--- src/rtl/clock_gate_enable_ctrl.sv ---
// Enable controller for one gated clock domain: gates the domain clock after an
// idle period and re-enables it, with a settle delay, on a wake request.
module clock_gate_enable_ctrl #(
    parameter int IDLE_CYCLES = 16,
    parameter int WAKE_CYCLES = 2,
    parameter int CNT_WIDTH   = 8
) (
    input  logic       CLK_IN,
    input  logic       RESET,
    input  logic       BUSY,
    input  logic       WAKE_REQ,
    input  logic       FORCE_ON,
    output logic       ENABLE,
    output logic       WAKE_ACK,
    output logic       GATED,
    output logic [1:0] STATE
);

    typedef enum logic [1:0] {
        RUN       = 2'b00,
        IDLE_WAIT = 2'b01,
        OFF       = 2'b10,
        WAKE      = 2'b11
    } state_t;

    localparam logic [CNT_WIDTH-1:0] IDLE_LOAD = CNT_WIDTH'(IDLE_CYCLES - 1);
    localparam logic [CNT_WIDTH-1:0] WAKE_LOAD = CNT_WIDTH'(WAKE_CYCLES - 1);
    localparam logic [CNT_WIDTH-1:0] CNT_ONE   = CNT_WIDTH'(1);

    state_t               state;
    logic [CNT_WIDTH-1:0] counter;
    logic                 ack_done;
    logic                 idle;
    logic                 ack_now;

    assign idle    = !BUSY && !WAKE_REQ && !FORCE_ON;
    assign ack_now = WAKE_REQ && !ack_done;
    assign STATE   = state;

    // ENABLE and GATED are set on the same edge as the state change so the
    // downstream gate sees a register output that never glitches.
    // NOTE: sequential state uses non-blocking assignments so every register
    // samples the pre-edge values regardless of statement order.
    always_ff @(posedge CLK_IN or posedge RESET) begin
        if (RESET) begin
            state    <= RUN;
            counter  <= '0;
            ack_done <= 1'b0;
            ENABLE   <= 1'b1;
            GATED    <= 1'b0;
            WAKE_ACK <= 1'b0;
        end else begin
            WAKE_ACK <= 1'b0;
            if (!WAKE_REQ) begin
                ack_done <= 1'b0;
            end

            case (state)
                RUN: begin
                    if (ack_now) begin
                        WAKE_ACK <= 1'b1;
                        ack_done <= 1'b1;
                    end
                    if (idle) begin
                        state   <= IDLE_WAIT;
                        counter <= IDLE_LOAD;
                    end
                end

                IDLE_WAIT: begin
                    if (ack_now) begin
                        WAKE_ACK <= 1'b1;
                        ack_done <= 1'b1;
                    end
                    if (!idle) begin
                        state <= RUN;
                    end else if (counter != '0) begin
                        counter <= counter - CNT_ONE;
                    end else begin
                        state  <= OFF;
                        ENABLE <= 1'b0;
                        GATED  <= 1'b1;
                    end
                end

                OFF: begin
                    // The domain is frozen, so BUSY carries no information here.
                    if (WAKE_REQ || FORCE_ON) begin
                        state   <= WAKE;
                        counter <= WAKE_LOAD;
                        ENABLE  <= 1'b1;
                        GATED   <= 1'b0;
                    end
                end

                WAKE: begin
                    if (counter != '0) begin
                        counter <= counter - CNT_ONE;
                    end else begin
                        state <= RUN;
                        if (ack_now) begin
                            WAKE_ACK <= 1'b1;
                            ack_done <= 1'b1;
                        end
                    end
                end

                default: begin
                    state <= RUN;
                end
            endcase
        end
    end

endmodule

--- config.mk ---
export PLATFORM = sky130hd
export DESIGN_NAME = clock_gate_enable_ctrl
export DESIGN_NICKNAME = d
export VERILOG_FILES = /design/src/rtl/clock_gate_enable_ctrl.sv
export SDC_FILE = /design/constraint.sdc
export NUM_CORES = 1
export LEC_CHECK = 0
export BUFFER_PORTS_ARGS = -buffer_cell sky130_fd_sc_hd__buf_4
export CORE_MARGIN = 1.5
export CORE_UTILIZATION = 55
export DETAILED_ROUTE_END_ITERATION = 12
export HOLD_SLACK_MARGIN = 0.12
export PLACE_DENSITY_LB_ADDON = 0.15
export SYNTH_ARGS = -nofsm -noshare
export SYNTH_HDL_FRONTEND = slang
export SYNTH_SLANG_ARGS = --single-unit
--- constraint.sdc ---
create_clock -name CLK_IN -period 1.94 [get_ports CLK_IN]
set_input_delay 0.388 -clock CLK_IN [delete_from_list [all_inputs] [get_ports CLK_IN]]
set_output_delay 0.388 -clock CLK_IN [all_outputs]
set_load 0.05 [all_outputs]
# ---- Word level (Yosys, flattened, before mapping)
# Index checks and enable logic that the tools add are counted.
dict set report classes {
  n_reduce_logical 15
  n_mux 26
  n_bitwise 0
  magnitude_cmp 0
  n_shift 0
  div_mod_pow 0
  multipliers 0
  eq_ne 9
  addsub 1
}
# op count
set ops {}
lappend ops {{$mux 8} 4}
lappend ops {{$pmux 8 s4} 1}
lappend ops {{$mux 1} 11}
lappend ops {{$mux 2} 5}
lappend ops {{$ne 2x2->1 const B} 5}
lappend ops {{$pmux 1 s2} 4}
lappend ops {{$pmux 2 s4} 1}
lappend ops {{$reduce_and 4->1} 2}
lappend ops {{$reduce_bool 8->1} 1}
lappend ops {{$sub 8x1->8 const B} 1}
lappend ops {{$eq 2x2->1 const B} 2}
lappend ops {{$logic_not 1->1} 4}
lappend ops {{$logic_and 1x1->1} 3}
lappend ops {{$ne 3x3->1 const B} 1}
lappend ops {{$reduce_and 3->1} 1}
lappend ops {{$eq 2x1->1 const B} 1}
lappend ops {{$logic_not 2->1} 1}
lappend ops {{$reduce_bool 2->1} 1}
lappend ops {{$reduce_or 2->1} 1}
lappend ops {{$logic_or 1x1->1} 1}
dict set report word_totals {
  mem_count 0
  inputBits 5
  regBits 14
  ram_bits 0
  elab_cells 57
  latchBits 0
  mem_bits_ro 0
}

# ---- Logic depth before layout (Yosys ltp)
dict set report depth {
  word_depth 5
  ltp_mapped 7
  ltp_nobuf 6
}

# ---- Least setup slack after synthesis
# Ideal clock, no wire load.
dict set report synth_path {
  kind {register to register}
  startpoint {register state[0], in the netlist STATE[0]}
  endpoint {register counter[0]}
  setup_slack_ns 0.241
  period_less_slack_ns 1.699
  setup_time_ns 0.124
  stages_incl_launch_ff 6
  required_ns 1.816
  t_arrival_ns 1.575
  path_cell_list {dfrtp_1 > nor4bb_1 > and2_1 > buf_4 > a2111oi_1 > a211o_1}
}
dict set report synth_via {
  elab_chain_len 3
}
# element line
set synth_lines {}
lappend synth_lines {{start: declaration} 30} ;# state_t state;
lappend synth_lines {{start signal: assignment} 46} ;# state <= RUN;
lappend synth_lines {{start signal: assignment} 65} ;# state <= IDLE_WAIT;
lappend synth_lines {{start signal: assignment} 76} ;# state <= RUN;
lappend synth_lines {{$eq 2x2->1 (tied with other cells)} 58} ;# case (state)
lappend synth_lines {{$ne 2x2->1 (no line)} --}
lappend synth_lines {{$reduce_and 3->1 (no line)} --}
lappend synth_lines {{end signal: assignment} 78} ;# counter <= counter - CNT_ONE;
lappend synth_lines {{end signal: assignment} 98} ;# counter <= counter - CNT_ONE;
lappend synth_lines {{end: declaration} 31} ;# logic [CNT_WIDTH-1:0] counter;
# Several ways; a longest one is shown, not always the timed one.
# A chain may end at the register's enable or synchronous reset.

# ---- Worst setup path after layout
dict set report layout_path {
  startpoint {register counter[0]}
  endpoint {register counter[2]}
}
dict set report layout_via {
  elab_chain_len 4
}
# element line
set layout_lines {}
lappend layout_lines {{$sub 8x1->8 or $reduce_bool 8->1 (tied branches)} --}
lappend layout_lines {{$mux 8 *} {77, 97}}
lappend layout_lines {{$mux 8} 75} ;# if (!idle) begin
lappend layout_lines {{$pmux 8 s4 *} 58}
# Every way passes the cells marked *; elsewhere a longest branch is shown, timed or not. The select of a mux whose other input is x is not followed.

==> results.md <==
Die:
- The floorplan step defined a die boundary enclosing 0.00181 mm².
- The number of core rows is 14.
- The core region is 0.00149 mm².
- The die is 42.5 µm wide.
- During I/O placement, the number of pins put on the boundary was 10.
- Measured along the y axis, the die boundary spans 42.5 µm.
- For this configuration, the core starts out at a cell density of 57.7%.

Timing:
- Timing would allow up to 547 MHz.
- The final hold violation count is 0.
- Clock skew on the completed layout was measured at 3.74 ps.
- The final critical path time including I/O delays and setup is 1830 ps.
- After routing, the total negative slack on setup checks comes to 0 ps.
- The actual transition at the worst max-transition pin is 597 ps.
- The setup slack after layout is 113 ps.
- Setup repair after global routing left no endpoint under its margin.
- The max-slew violation total from the final report is 0.
- The worst-case headroom to the max-slew limit is 59.9%.
- Of the available clock period, the critical path in the final layout requires 94.2%.
- The count of endpoints failing setup in the final report is 0.

Finish:
- Counting the fill cells in the layout gives 122.
- The final layout contains 108 nets.
- The synthesis-to-finish area growth is 15.3%.
- Leaving out fill and tap cells, the most frequent cells in the layout are sky130_fd_sc_hd__dfrtp_1, sky130_fd_sc_hd__buf_4, sky130_fd_sc_hd__nand2_1.
- The area used by multi-input combinational logic is 478 µm².
- The library cell used most frequently in the layout, excluding fill and tap cells, is sky130_fd_sc_hd__dfrtp_1.
- Excluding fillers, the count of instances in the completed layout stands at 116.
- The area taken by flip-flops and latches is 352 µm².
- 0 antenna diodes ended up in the layout.
- Of the cells placed in the final design, the portion with a size suffix greater than 1 is 28.0%.

Yosys:
- The count of mapped cells out of synthesis is 87.
- Synthesis instantiated 38 different standard cells from the library.
- The post-synthesis average cell area is 9.88 µm².
- Yosys printed 0 warnings.
- The number of flip-flops and latches in the synthesized netlist is 14.
- The fraction of synthesis flops using an asynchronous set or reset pin is 100%.
- The mapped netlist covers 860 µm².
- The number of nets handed over by synthesis was 94.
- The share of the Yosys chip area taken by registers is 40.9%.
- For this run, the leading register cell type out of synthesis is sky130_fd_sc_hd__dfrtp_1.
- Counting flops with a built-in enable in the synthesized netlist gives 0.

CTS:
- The clock buffer count from CTS is 3.
- The total number of clock tree sinks is 14.
- The clock passes through at most 2 buffers.
- For the worst-skew pair, the clock arrives at the later sink with an insertion delay of 290 ps.
- The tree is rooted in a sky130_fd_sc_hd__clkbuf_4.
- TritonCTS built the clock tree.
- The number of hold buffers added after cts is 0.
- The clock input transition at the sequential cells of the worst setup and hold paths is 90 ps.
- CTS built an H-tree with a depth of 1.

Drt:
- The detailed-route wire length per cell is 16.5 µm.
- The final layout contains routed wiring with a total length of 1.91 mm.
- The number of optimization iterations in the first detailed-route pass is 4.
- In the routed design, unresolved DRC markers number 0.
- In this run the remaining antenna-violating nets after routing total 0.
- The count of vias placed by the detailed router is 742.
- In the routed layout, each cell is associated on average with a via count of 6.40.
- The detailed router's first-iteration violation count is 27.

Critical path:
- Across all register-to-register paths, the minimum setup slack is 110 ps.
- STA puts the critical path data arrival time at 2010 ps.
- The largest single stage delay on the critical path is 430 ps.
- The type of element capturing the critical path is a flip-flop.
- Traced cell by cell, the critical path runs through inv_1 > ha_1 > nor4bb_1 > and2_2 > nor2_2 > a22o_1.
- STA puts the critical path data required time at 2120 ps.
- The largest fanout on the critical path is 7.
- The startpoint identified for the worst register-to-register timing path is counter[0].
- The capturing point of the worst reg2reg path is counter[2].
- Counting cells, the worst reg-to-reg path comes to 6.
- The start-to-end type of the worst setup path is flip-flop to flip-flop.
- On the critical path, the stage with the largest delay is an instance of sky130_fd_sc_hd__dfrtp_1.
- The critical path starts at counter[0].
- The worst setup path is launched from a flip-flop.

Placed design:
- Counting tap cells, the placed design contains a total of 112 instances.
- Buffers placed on the I/O ports in this run total 9.
- The placement-stage worst setup slack is 59.0 ps.
- The HPWL after detailed placement is 1.36 mm.
- The final weighted congestion of routability-driven global placement is 0.911.

Global route:
- The combined global-route utilization of all metal layers is 23.8%.
- The first global-routing pass estimated 3.19 mm of wire.
- The largest net degree at the start of global routing is 15.
- Summed over all layers, the global routing overflow is 0.
- The initial antenna violation count is 0.
- The via count of the first global-routing pass is 724.

Job:
- The max-cap violation count is 0.

Power and ir drop:
- The peak supply drop is 1.06 mV.
- The power density relative to cell area is 1830 mW/mm².
- The leakage power figure is 0.451 nW.
- Power comes to 1.81 mW.

Min path:
- The classification of the worst-slack hold path is primary input to async pin.

Run status:
- The flow ran to the end, and the final reports show no timing, DRC or antenna violations.
[timing repair]
action / 4_1_cts / 5_1_grt
endpoints found under the setup margin: 0 / 2
resized for setup: 0 / 1
buffers inserted: 0 / 0
[how the worst max path moves through the flow]
stage / end / slack [ps] / cells after the start
4_1_cts: counter[2] / 40 / 6
5_1_grt: counter[2] / 60 / 6
3_5_place_dp: counter[2] / 60 / 6
3_3_place_gp: counter[0] / 210 / 6
2_1_floorplan: counter[0] / 240 / 5
6_report: counter[2] / 110 / 6
[power breakdown]
group | switching (mW) | internal, mW | total [mW]
registers | 0.150 | 0.434 | 0.584
logic | 0.605 | 0.406 | 1.01
clock network | 0.101 | 0.114 | 0.216
total | 0.856 | 0.955 | 1.81
[metrics by stage]
step                hold WS (ps)  area [µm²]  utilization [%]
finish                       145         991             66.6
global route                 180         991             66.6
floorplan                    277         860                -
detailed placement           474         953             64.0
global placement             466         953             64.0
CTS                          156         990             66.5
[state kept, by name, summed over array words and instances (netlist names), named ones only]
signal	count
WAKE_ACK	1
GATED	1
ENABLE	1
counter	8
ack_done	1
STATE	1
[critical path: cells and delay by family (launching register included)]
family	cells	cell delay, ps
and+or+nand+nor	3	710
AOI/OAI and AO/OA	1	240
DFF	1	430
adders and majority gates	1	190
buffers and inverters	1	150
[cell families after synthesis]
kind of cell    count (synthesis)  share of synthesized area [%]
compound gates                 19                           16.0
fa+ha+maj                       2                           2.91
buf+inv                         7                           3.64
flops                          14                           40.9
mux                             5                           5.82
simple gates                   40                           30.7
[layer usage]
| metal | share of wire, % | track usage (%) |
|---|---|---|
| met5 | 0 | 0 |
| met3 | 3.8 | 5.17 |
| met1 | 44 | 28.7 |
| met4 | 2.0 | 7.50 |
| met2 | 50 | 41.8 |
[cell usage after synthesis, drive strengths merged (2+ instances only)]
library cell  number  area (µm²)
buf                2        12.5
o21ai              5        25.0
dfrtp             13         325
mux2i              5        50.1
o21a               2        15.0
inv                4        15.0
nor4               4        67.6
a21oi              4        31.3
nand3              3        15.0
or3                2        17.5
ha                 2        25.0
nand2b             5        31.3
nor2               5        21.3
nor3               5        30.0
nand2             10        37.5
[layout make-up]
cell class                 instances  share of cell area [%]
clock buffer                       4                    3.66
timing repair buffer              12                    9.09
sequential                        14                    35.5
tap                               16                    2.02
multi-input combinational         66                    48.2
inverter                           4                    1.52
Note: power is estimated with default switching activity, not from simulation.
